$ cat src/rtl/uart_tx_arb_if.sv
// Requester/UART-FIFO bundle shared by uart_tx_arb: per-requester word streams and the TX FIFO push port.
// The slave modport is the arbiter; the master modport drives requests and models the FIFO.
interface uart_tx_arb_if #(
    parameter int unsigned NUM_REQ = 4
) ();
    localparam int unsigned WORD_W = 32;

    logic [NUM_REQ-1:0]        req_valid;
    logic [WORD_W*NUM_REQ-1:0] req_data;
    logic [NUM_REQ-1:0]        req_last;
    logic [NUM_REQ-1:0]        req_ready;
    logic                      tfifo_push;
    logic [WORD_W-1:0]         tfifo_data_in;
    logic                      tx_full;

    modport master (
        output req_valid, req_data, req_last, tx_full,
        input  req_ready, tfifo_push, tfifo_data_in
    );

    modport slave (
        input  req_valid, req_data, req_last, tx_full,
        output req_ready, tfifo_push, tfifo_data_in
    );
endinterface

$ cat src/rtl/uart_tx_arb.sv
// Round-robin arbiter sharing the UART TX FIFO push port between NUM_REQ word sources, in bursts.
// Optional macro UART_TX_ARB_PRIO0_EN gives requester 0 fixed priority at each IDLE pick.
module uart_tx_arb #(
    parameter int unsigned NUM_REQ   = 4,
    parameter int unsigned MAX_BURST = 4
) (
    input  logic                       clk,
    input  logic                       rst,
    uart_tx_arb_if.slave               arb_if,
    output logic [$clog2(NUM_REQ)-1:0] grant_id,
    output logic                       busy
);
    localparam int unsigned WORD_W = 32;
    localparam int unsigned GID_W  = $clog2(NUM_REQ);
    localparam int unsigned CNT_W  = (MAX_BURST > 1) ? $clog2(MAX_BURST) : 1;

    typedef enum logic {
        IDLE = 1'b0,
        BUSY = 1'b1
    } state_e;

    state_e             state_q, state_d;
    logic [GID_W-1:0]   grant_q, grant_d;
    logic [CNT_W-1:0]   cnt_q, cnt_d;
    logic [WORD_W-1:0]  data_q, data_d;

    logic [GID_W-1:0]   pick_idx;
    logic               pick_found;
    logic               gnt_valid;
    logic               gnt_last;
    logic [WORD_W-1:0]  gnt_data;
    logic [NUM_REQ-1:0] ready_c;
    logic               transfer_c;

    // Next requester: first valid bit after the last grant, wrapping
    always_comb begin
        int unsigned      idx;
        logic [GID_W-1:0] idx_g;
        idx        = 0;
        idx_g      = '0;
        pick_idx   = grant_q;
        pick_found = 1'b0;
`ifdef UART_TX_ARB_PRIO0_EN
        if (arb_if.req_valid[0]) begin
            pick_idx   = '0;
            pick_found = 1'b1;
        end
`endif
        for (int unsigned off = 1; off <= NUM_REQ; off++) begin
            idx   = (32'(grant_q) + off) % NUM_REQ;
            idx_g = GID_W'(idx);
            if (!pick_found && arb_if.req_valid[idx_g]) begin
                pick_idx   = idx_g;
                pick_found = 1'b1;
            end
        end
    end

    // Mux of the granted requester's stream
    always_comb begin
        gnt_valid = 1'b0;
        gnt_last  = 1'b0;
        gnt_data  = '0;
        for (int unsigned r = 0; r < NUM_REQ; r++) begin
            if (GID_W'(r) == grant_q) begin
                gnt_valid = arb_if.req_valid[r];
                gnt_last  = arb_if.req_last[r];
                gnt_data  = arb_if.req_data[WORD_W*r +: WORD_W];
            end
        end
    end

    always_ff @(posedge clk) begin
        if (rst) begin
            state_q <= IDLE;
            grant_q <= GID_W'(NUM_REQ - 1);
            cnt_q   <= '0;
            data_q  <= '0;
        end else begin
            state_q <= state_d;
            grant_q <= grant_d;
            cnt_q   <= cnt_d;
            data_q  <= data_d;
        end
    end

    // Ready and push are gated by rst so a word in the reset cycle is never pushed
    always_comb begin
        state_d    = state_q;
        grant_d    = grant_q;
        cnt_d      = cnt_q;
        data_d     = data_q;
        ready_c    = '0;
        transfer_c = 1'b0;
        case (state_q)
            IDLE: begin
                if (pick_found) begin
                    grant_d = pick_idx;
                    cnt_d   = '0;
                    state_d = BUSY;
                end
            end
            BUSY: begin
                ready_c[grant_q] = ~arb_if.tx_full & ~rst;
                transfer_c       = gnt_valid & ~arb_if.tx_full & ~rst;
                if (transfer_c) begin
                    data_d = gnt_data;
                    cnt_d  = cnt_q + CNT_W'(1);
                    if (gnt_last || (cnt_q == CNT_W'(MAX_BURST - 1))) begin
                        state_d = IDLE;
                        cnt_d   = '0;
                    end
                end
            end
            default: state_d = IDLE;
        endcase
    end

    assign arb_if.req_ready     = ready_c;
    assign arb_if.tfifo_push    = transfer_c;
    assign arb_if.tfifo_data_in = transfer_c ? gnt_data : data_q;
    assign grant_id             = grant_q;
    assign busy                 = (state_q == BUSY);

endmodule

$ cat src/flat_wrapper.sv
// flat-port wrapper written by rule: the top's interface ports become plain ports
module uart_tx_arb_flat 
#(
    parameter int unsigned NUM_REQ   = 4,
    parameter int unsigned MAX_BURST = 4
)
  (clk, rst, grant_id, busy, arb_if_req_valid, arb_if_req_data, arb_if_req_last, arb_if_tx_full, arb_if_req_ready, arb_if_tfifo_push, arb_if_tfifo_data_in);
  uart_tx_arb_if #(.NUM_REQ(NUM_REQ)) arb_if_i ();
  input  logic clk;
  input  logic rst;
  output logic [$clog2(NUM_REQ)-1:0] grant_id;
  output logic busy;
  input wire logic [$bits(arb_if_i.req_valid)-1:0] arb_if_req_valid;
  input wire logic [$bits(arb_if_i.req_data)-1:0] arb_if_req_data;
  input wire logic [$bits(arb_if_i.req_last)-1:0] arb_if_req_last;
  input wire logic [$bits(arb_if_i.tx_full)-1:0] arb_if_tx_full;
  output wire logic [$bits(arb_if_i.req_ready)-1:0] arb_if_req_ready;
  output wire logic [$bits(arb_if_i.tfifo_push)-1:0] arb_if_tfifo_push;
  output wire logic [$bits(arb_if_i.tfifo_data_in)-1:0] arb_if_tfifo_data_in;
  assign arb_if_i.req_valid = arb_if_req_valid;
  assign arb_if_i.req_data = arb_if_req_data;
  assign arb_if_i.req_last = arb_if_req_last;
  assign arb_if_i.tx_full = arb_if_tx_full;
  assign arb_if_req_ready = arb_if_i.req_ready;
  assign arb_if_tfifo_push = arb_if_i.tfifo_push;
  assign arb_if_tfifo_data_in = arb_if_i.tfifo_data_in;
  uart_tx_arb #(.NUM_REQ(NUM_REQ), .MAX_BURST(MAX_BURST)) u_core (.clk(clk), .rst(rst), .arb_if(arb_if_i), .grant_id(grant_id), .busy(busy));
endmodule
$ cat config.mk
export PLATFORM = sky130hd
export DESIGN_NAME = uart_tx_arb_flat
export DESIGN_NICKNAME = d
export VERILOG_FILES = /design/src/rtl/uart_tx_arb_if.sv /design/src/rtl/uart_tx_arb.sv /design/src/flat_wrapper.sv
export SDC_FILE = /design/constraint.sdc
export NUM_CORES = 1
export LEC_CHECK = 0
export BUFFER_PORTS_ARGS = -buffer_cell sky130_fd_sc_hd__buf_2
export CAP_MARGIN = 10
export CELL_PAD_IN_SITES_DETAIL_PLACEMENT = 1
export CELL_PAD_IN_SITES_GLOBAL_PLACEMENT = 2
export CORE_MARGIN = 2
export CORE_UTILIZATION = 25
export DETAILED_ROUTE_END_ITERATION = 8
export PLACE_DENSITY = 0.95
export RECOVER_POWER = 100
export SLEW_MARGIN = 20
export SYNTH_ARGS = -nofsm -noshare
export SYNTH_HDL_FRONTEND = slang
export SYNTH_SLANG_ARGS = --single-unit
$ cat constraint.sdc
create_clock -name clk -period 7.1 [get_ports clk]
set_clock_uncertainty 0.15 [all_clocks]
set_input_delay 1.065 -clock clk [delete_from_list [all_inputs] [get_ports clk]]
set_output_delay 1.065 -clock clk [all_outputs]
set_load 0.1 [all_outputs]
# Yosys cells after proc, flatten, opt, wreduce, memory -nomap -nowiden
# Cells that the tools add are included.
dict set report word_totals {
  register_bits 37
  elab_cells 82
}
dict set report op_classes {
  n_addsub 5
  n_lt_le_gt_ge 6
  n_eq_ne 6
  muxes 41
  bitwise_logic 7
  n_reduce_logical 13
}
# op count
set ops {}
lappend ops {{32-bit 2-to-1 mux} 5}
lappend ops {{1-bit 2-to-1 mux} 21}
lappend ops {{2-bit by 3-bit less-than comparator with 1-bit output, second input constant} 5}
lappend ops {{2-bit 2-to-1 mux} 7}
lappend ops {{1-bit binary-select mux with 2-bit select} 4}
lappend ops {{2-bit by 1-bit adder with 2-bit output, second input constant} 3}
lappend ops {{2-bit adder, second input constant} 2}
lappend ops {{4-bit AND} 1}
lappend ops {{2-bit equality test, first input constant} 2}
lappend ops {{1-bit logical AND} 4}
lappend ops {{4-bit 2-to-1 mux} 1}
lappend ops {{2-bit case mux with 2 select lines} 1}
lappend ops {{2-bit AND reduction} 2}
lappend ops {{4-bit nonzero test} 1}
lappend ops {{1-bit AND} 3}
lappend ops {{1-bit zero test} 3}
lappend ops {{1-bit inverter} 3}
lappend ops {{3-bit AND reduction} 1}
lappend ops {{1-bit demux with 2-bit select} 1}
lappend ops {{1-bit by 2-bit equality test with 1-bit output, first input constant} 1}
lappend ops {{2-bit equality test, second input constant} 1}
lappend ops {{2-bit by 1-bit greater-or-equal comparator with 1-bit output, second input constant} 1}
lappend ops {{2-bit zero test} 1}
lappend ops {{2-bit by 1-bit != test with 1-bit output, second input constant} 1}
lappend ops {{other kinds (3)} 3}

# Depth between registers and ports, before layout
# Gate-level depths: netlist of run 1.
dict set report logic_depth {
  depth_word 15
  depth_mapped 10
  depth_no_buf 7
}

# Least setup slack after synthesis of run 1
# OpenSTA, ideal clock, no wires.
dict set report synth_path {
  path_type {register -> output}
  from {reg u_core.grant_q[0] (netlist: u_core.grant_id[0])}
  to {out arb_if_tfifo_data_in[12]}
  arrival_ns 2.925
  t_required_ns 5.885
  slack_ns 2.960
  path_stages_with_launch 9
  path_cell_list {dfxtp_1 clkbuf_1 inv_1 ha_1 a21oi_1 o21ai_1 a31oi_4 buf_6 mux2_4}
}
dict set report synth_via {
  elab_chain_len 9
}
# item line
set synth_rtl {}
lappend synth_rtl {{from (decl)} uart_tx_arb.sv:23} ;# logic [GID_W-1:0] grant_q, grant_d;
lappend synth_rtl {{from (signal assigned)} uart_tx_arb.sv:76} ;# grant_q <= GID_W'(NUM_REQ - 1);
lappend synth_rtl {{from (signal assigned)} uart_tx_arb.sv:81} ;# grant_q <= grant_d;
lappend synth_rtl {{2-bit zero test} uart_tx_arb.sv:65} ;# if (GID_W'(r) == grant_q) begin
lappend synth_rtl {{1-bit 2-to-1 mux (4 in a row)} uart_tx_arb.sv:65}
lappend synth_rtl {{1-bit AND (2 in a row)} uart_tx_arb.sv:105} ;# transfer_c = gnt_valid & ~arb_if.tx_full & ~rst;
lappend synth_rtl {{1-bit 2-to-1 mux} uart_tx_arb.sv:95} ;# case (state_q)
lappend synth_rtl {{32-bit 2-to-1 mux (*)} uart_tx_arb.sv:121} ;# assign arb_if.tfifo_data_in = transfer_c ? gnt_data : data_q;
lappend synth_rtl {{to (decl)} flat_wrapper.sv:19} ;# output wire logic [$bits(arb_if_i.tfifo_data_in)-1:0] arb_if_tfifo_data_in;
# Mark *: on every way between the ends. The rest lies on a longest branch, timed or not.

# Final worst setup path of run 1
dict set report layout_path {
  from {reg u_core.grant_q[0] (netlist: u_core.grant_id[0])}
  to {out arb_if_tfifo_push}
}
dict set report layout_via {
  elab_chain_len 8
}
# item line
set layout_rtl {}
lappend layout_rtl {{2-bit zero test} uart_tx_arb.sv:65}
lappend layout_rtl {{1-bit 2-to-1 mux (3 in a row)} uart_tx_arb.sv:65}
lappend layout_rtl {{1-bit 2-to-1 mux (*)} uart_tx_arb.sv:65}
lappend layout_rtl {{1-bit AND (*) (2 in a row)} uart_tx_arb.sv:105}
lappend layout_rtl {{1-bit 2-to-1 mux (*)} uart_tx_arb.sv:95}
lappend layout_rtl {{to (decl)} flat_wrapper.sv:18} ;# output wire logic [$bits(arb_if_i.tfifo_push)-1:0] arb_if_tfifo_push;
# Marks and branches as above.

==> flow_summary_export.csv, run 1 <==
group,metric,value,unit
global_routing,grt_remaining_overflow,0,
floorplan,die_w,111,µm
route,ant_nets,0,
finish,final_cell_mix,"buf_2 (159), nor2b_1 (41), dfxtp_1 (37)",
finish,syn_to_final_growth,34.6,%
clock_tree,htree_levels,2,
logic_synthesis,synthFlopType,"dfxtp_1",
timing,final.period_utilization,0.793,
finish,final_nets,621,
clock_tree,cts_tree,"yes",
worst_setup_path,endpoint_kind,"output pin",
timing,slew_violations,47,
finish,fin_area,3850,µm²
place,port_buffers,178,
global_routing,grt_pass1_vias,3330,
power_and_ir_drop,power.density,326,nW/µm²
clock_tree,post_cts_resized,0,
route,drc,0,
power_and_ir_drop,peakVddDrop,0.000149,V
global_routing,antenna_found_initial,1,
logic_synthesis,netlist_instances,321,
logic_synthesis,syn_area,2860,µm²
timing,rsz0062_at_grt,"false",
route,wire_per_inst,17.3,µm
finish,fillers,1403,
logic_synthesis,synth_edf_count,0,
place,post-dp-hpwl,8190,µm
floorplan,rows,39,
clock_tree,clockBufferDepth,2,
floorplan,io_pins,179,
timing,timing.final.crit_period,5.63,ns
worst_setup_path,cp.arrival,4.41,ns
clock_tree,cts_made_buffers,5,
power_and_ir_drop,pwr-share-comb,0.634,
route,via_count,3090,
power_and_ir_drop,power_leakage,1.84,nW
power_and_ir_drop,seqPwrFrac,0.193,
clock_tree,clockRootBuffer,"clkbuf_16",
route,firstDrtPassIters,4,
worst_setup_path,cp_max_fo,46,
worst_hold_path,hold_class,"reg -> reg",
logic_synthesis,ys.warnings.count,0,
timing,finalSetupViolations,0,
global_routing,grt_usage,0.174,
timing,tightest_slew,1.83,ns
timing,final_hold_viol_count,0,
power_and_ir_drop,p_clk_frac,0.173,
timing,tns,0,ns
run_status,status,"finished, violations left",
logic_synthesis,ys_ff_latch,37,
worst_setup_path,setup.worst_path.start_class,"register",
power_and_ir_drop,internal-power,0.000607,W
logic_synthesis,syn_nets,465,
clock_tree,holdBufCountCts,0,
worst_setup_path,cp_data_required_time,5.88,ns
route,wl,10800,µm
timing,max_slew_margin,-0.218,
logic_synthesis,ys_types,31,
place,finalWeightedCongestion,0.826,
place,post_dp_cell_area,3810,µm²
logic_synthesis,ys_seq_area_frac,0.259,
logic_synthesis,async_flop_share,0,
run_status,violations,"max-capacitance violations, max-slew violations",
floorplan,start_util,0.254,
clock_tree,worst_skew_pair.late_latency,0.28,ns
global_routing,grt_max_degree,70,
power_and_ir_drop,switchingPower,0.000649,W
floorplan,die_area,12300,µm²
global_routing,grt_pass1_wl,17400,µm
finish,drive_gt1_frac,0.389,
power_and_ir_drop,p_sw_frac,0.517,
clock_tree,post_cts_buffers,0,
worst_setup_path,critPathKind,"reg -> out",
route,vias_per_cell,4.97,
logic_synthesis,syn_area_per_cell,8.91,µm²
route,drt_iter0_markers,138,
finish,layout_commonest_cell,"buf_2",
floorplan,dieHeight,111,µm
timing,max_freq,178,MHz
clock_tree,clk_pin_slew,0.06,ns
floorplan,core,11300,µm²
clock_tree,clkSinkCount,37,
run,drv_cap,1,
-- final timing paths --
path,start,cells past startpoint,endpoint,slack (ns)
setup / recovery,u_core.grant_id[0]$_SDFFE_PP1P_,7,arb_if_tfifo_push,1.47
setup reg to reg,u_core.grant_id[0]$_SDFFE_PP1P_,6,u_core.data_q[29]$_SDFFE_PP0N_,2.85
hold reg to reg,u_core.cnt_q[1]$_SDFFE_PP0P_,2,u_core.cnt_q[1]$_SDFFE_PP0P_,0.35
hold / removal,u_core.cnt_q[1]$_SDFFE_PP0P_,2,u_core.cnt_q[1]$_SDFFE_PP0P_,0.35
-- flip-flops by register name, indices dropped and copies added, names as in the netlist --
name / count
u_core.grant_id: 2
u_core.cnt_q: 2
u_core.data_q: 32
u_core.busy: 1
-- per-stage QoR --
| step | hold WS [ns] | setup WS, ns | util | power (W) | std cells |
|---|---|---|---|---|---|
| 2_1_floorplan | 0.312 | 2.96 | - | 0.000903 | 321 |
| 3_3_place_gp | 0.328 | 2.29 | 0.338 | 0.00105 | 613 |
| 3_5_place_dp | 0.341 | 2.13 | 0.338 | 0.00108 | 613 |
| 4_1_cts | 0.349 | 1.83 | 0.351 | 0.00130 | 621 |
| 5_1_grt | 0.369 | 1.16 | 0.342 | 0.00135 | 622 |
| 6_report | 0.346 | 1.47 | 0.342 | 0.00126 | 622 |
-- cell families (layout without fill, tap and decap cells) --
kind of cell	Yosys count	after routing	synth area share
and+or+nand+nor	121	121	0.240
buffers and inverters	38	195	0.0586
muxes	38	38	0.193
AOI/OAI and AO/OA	81	81	0.224
DFF	37	37	0.259
adders and majority gates	5	5	0.0219
other	0	1	0
xor gates and xnor gates	1	1	0.00306
-- Yosys cell counts (all sizes together), types with 2 or more instances --
| cell | instances | area, µm² |
|---|---|---|
| inv | 7 | 26.3 |
| mux2 | 32 | 454 |
| mux2i | 3 | 30.0 |
| o21ai | 4 | 20.0 |
| nor3 | 2 | 10.0 |
| o211ai | 2 | 15.0 |
| mux4 | 3 | 67.6 |
| clkbuf | 23 | 86.3 |
| dfxtp | 37 | 741 |
| ha | 5 | 62.6 |
| or3 | 2 | 12.5 |
| o31ai | 32 | 240 |
| nand2 | 36 | 135 |
| a221oi | 33 | 289 |
| buf | 8 | 55.1 |
| a21oi | 6 | 30.0 |
| nor2b | 42 | 263 |
| and2 | 36 | 230 |
-- metal layers --
layer  wire length, µm  share of wire  up-vias  GRT usage
li1                  -              -     1482          -
met1              4480           0.42     1523      0.211
met2              5780           0.54       80      0.321
met3               424          0.039        5     0.0295
met4                80         0.0074        0     0.0375
met5                 0              0        -          0
-- power groups by stage --
stage                     registers (W)  logic, W  clock network, W
after floorplan                0.000273  0.000629                 0
after global placement         0.000243  0.000803                 0
after detailed placement       0.000246  0.000832                 0
after CTS                      0.000242  0.000834          0.000227
after global routing           0.000244  0.000875          0.000235
final                          0.000242  0.000797          0.000217
-- layout make-up --
type	count	area (µm²)	share of cell area
inverter	7	26.3	0.00682
clock buffer	6	129	0.0335
multi-input combinational	246	1880	0.489
antenna	1	2.50	0.000650
tap	143	179	0.0465
timing repair buffer	180	882	0.229
sequential	37	741	0.192
clock inverter	2	10.0	0.00260
-- critical path, stage by stage, from the launching register on --
cell and delay (ns):
dfxtp_1 0.57, ha_1 1.47, a21oi_1 0.18, o21ai_1 0.24
a31oi_4 0.30, buf_4 0.35, inv_1 0.14, clkbuf_1 0.87
Power figures use the tool's default switching activity.
==> run 2: changes to the inputs <==
- CORE_UTILIZATION: 25 -> 23
- PLACE_DENSITY: 0.95 -> 0.93
- clock period: 7.1 -> 5.2 ns (I/O delays scaled with it)
==> run 2 against run 1 <==
  * The flow now finishes without violations
  * Utilization down 1.7 points
  * Critical path depth down 1
  * Global-route usage down 2.3 points
  * Sequential cell count unchanged
  * Sequential share of layout area down 0.33 points
  * Via count down 0.39%
  * Combinational power up 38%
  * Non-clock buffer count up 3
  * Cell count up 4.2%
  * Critical path type unchanged
  * Critical endpoint is now arb_if_tfifo_data_in[26]
  * Setup slack worse by 0.90 ns
  * Worst hold slack better by 0.0049 ns
  * First-iteration DRC count up 14%
==> flow_summary_export.csv, run 2 (synthesis results as in run 1) <==
group,metric,value,unit
global_routing,grt_max_degree,68,
timing,slew_violations,0,
timing,timing.final.crit_period,4.63,ns
clock_tree,cts_made_buffers,5,
clock_tree,post_cts_resized,0,
floorplan,rows,40,
finish,final_util,0.325,
timing,max_slew_margin,0.114,
route,drc,0,
worst_setup_path,cp.arrival,3.70,ns
floorplan,start_util,0.237,
clock_tree,clockBufferDepth,2,
finish,largest_reg_flops,32,
power_and_ir_drop,internal-power,0.000876,W
worst_setup_path,slowest_stage,"ha_2",
route,ant_nets,0,
power_and_ir_drop,seqPwrFrac,0.187,
worst_hold_path,hold_class,"reg -> reg",
floorplan,dieHeight,116,µm
timing,tightest_slew,1.33,ns
route,vias_per_cell,4.75,
floorplan,io_pins,179,
timing,finalSetupViolations,0,
worst_setup_path,critical_path.top_delay_family,"buffers and inverters",
finish,final_cell_mix,"buf_2 (159), nor2b_1 (41), dfxtp_1 (37)",
route,via_count,3078,
worst_setup_path,cp_cell_sequence,"ha_2 > o21ai_0 > a31oi_4 > buf_4 > mux2_1 > clkbuf_1",
route,drt_iter0_markers,158,
finish,fillers,1505,
finish,regMostFlops,"u_core.data_q",
place,post-dp-hpwl,7890,µm
worst_setup_path,slowest_delay,0.90,ns
clock_tree,clkSinkCount,37,
timing,max_freq,216,MHz
clock_tree,worst_skew_pair.late_latency,0.27,ns
run_status,status,"finished clean",
clock_tree,post_cts_buffers,0,
power_and_ir_drop,power.density,452,nW/µm²
timing,rsz0062_at_grt,"false",
timing,final_hold_viol_count,0,
route,wl_met3,652,µm
run,drv_cap,0,
clock_tree,clockRootBuffer,"clkbuf_16",
clock_tree,holdBufCountCts,0,
route,wl,10500,µm
finish,fin_area,3920,µm²
power_and_ir_drop,peakVddDrop,0.000254,V
power_and_ir_drop,pwr-share-comb,0.622,
global_routing,grt_usage,0.151,
floorplan,core,12100,µm²
global_routing,grt_pass1_wl,16200,µm
finish,drive_gt1_frac,0.404,
timing,tns,0,ns
floorplan,die_area,13300,µm²
global_routing,grt_remaining_overflow,0,
power_and_ir_drop,p_clk_frac,0.191,
place,finalWeightedCongestion,0.765,
finish,syn_to_final_growth,37.0,%
floorplan,die_w,116,µm
clock_tree,cts_tree,"yes",
global_routing,grt_pass1_vias,3179,
route,wire_per_inst,16.2,µm
route,wl_met2,5200,µm
place,post_dp_cell_area,3870,µm²
power_and_ir_drop,power_leakage,1.87,nW
route,firstDrtPassIters,4,
power_and_ir_drop,p_sw_frac,0.505,
finish,diodes,0,
power_and_ir_drop,switchingPower,0.000895,W
timing,final.period_utilization,0.890,
finish,final_nets,624,
clock_tree,clk_pin_slew,0.06,ns
worst_setup_path,cp_max_fo,46,
worst_setup_path,cp_data_required_time,4.27,ns
route,top_layer_used,"met4",
finish,layout_commonest_cell,"buf_2",
worst_setup_path,setup.worst_path.start_class,"register",
global_routing,antenna_found_initial,0,
timing,holdWs,0.351,ns
worst_setup_path,cp_num_buf_inv,2,
place,port_buffers,178,
worst_setup_path,endpoint_kind,"output pin",
worst_setup_path,critPathKind,"reg -> out",
route,wl_met1,4510,µm
clock_tree,htree_levels,2,
==> run 2: cell count changes in the layout (fill, tap and decap cells not counted), sizes merged <==
cell / previous run / this run
clkinv: 2 / 1
buf: 161 / 163
diode: 1 / 0
bufinv: 0 / 1
==> run 2: layout make-up <==
cell class	instances	area, µm²	area share
repair buffers	183	902	0.230
inverters	7	26.3	0.00670
flip-flops and latches	37	741	0.189
well taps	168	210	0.0536
clock buffers	5	125	0.0319
multi-input cells	246	1880	0.480
clock inverters	2	35.0	0.00894
==> run 2: worst reg2reg max path: cells and delay by family, from the launching register on <==
family                   cells  cell delay [ns]
AND/OR/NAND/NOR              1             0.17
flip-flops                   1             0.60
AO/OA/AOI/OAI                2             0.55
multiplexers                 1             0.39
adder cells (fa/ha/maj)      1             0.90
buffers and inverters        1             0.31
==> run 2: through the flow <==
step	cells	power [W]	worst slack (ns)
finish	648	0.00177	0.570
global route	648	0.00190	0.332
CTS	648	0.00183	0.845
detailed placement	641	0.00148	1.12
global placement	641	0.00145	1.34
floorplan	321	0.00123	1.35
==> run 2: power by group through the flow <==
stage	Clock [W]	Combinational (W)	Sequential [W]
floorplan	0	0.000859	0.000373
CTS	0.000352	0.00115	0.000331
global route	0.000361	0.00120	0.000334
global placement	0	0.00111	0.000334
finish	0.000338	0.00110	0.000332
detailed placement	0	0.00115	0.000338
==> run 2: path summary, 6_finish.rpt <==
kind	slack (ns)	from	cells after the start	end
worst max-delay path	0.57	u_core.grant_id[0]$_SDFFE_PP1P_	6	arb_if_tfifo_data_in[26]
worst min-delay path	0.35	u_core.cnt_q[1]$_SDFFE_PP0P_	2	u_core.cnt_q[1]$_SDFFE_PP0P_
worst max register to register	2.02	u_core.grant_id[0]$_SDFFE_PP1P_	6	u_core.data_q[20]$_SDFFE_PP0N_
worst min register to register	0.35	u_core.cnt_q[1]$_SDFFE_PP0P_	2	u_core.cnt_q[1]$_SDFFE_PP0P_
==> run 2: layer usage <==
layer  GRT usage  up-vias
met5           0        -
met4      0.0289        0
li1            -     1485
met1       0.183     1476
met3      0.0298        8
met2       0.277      109
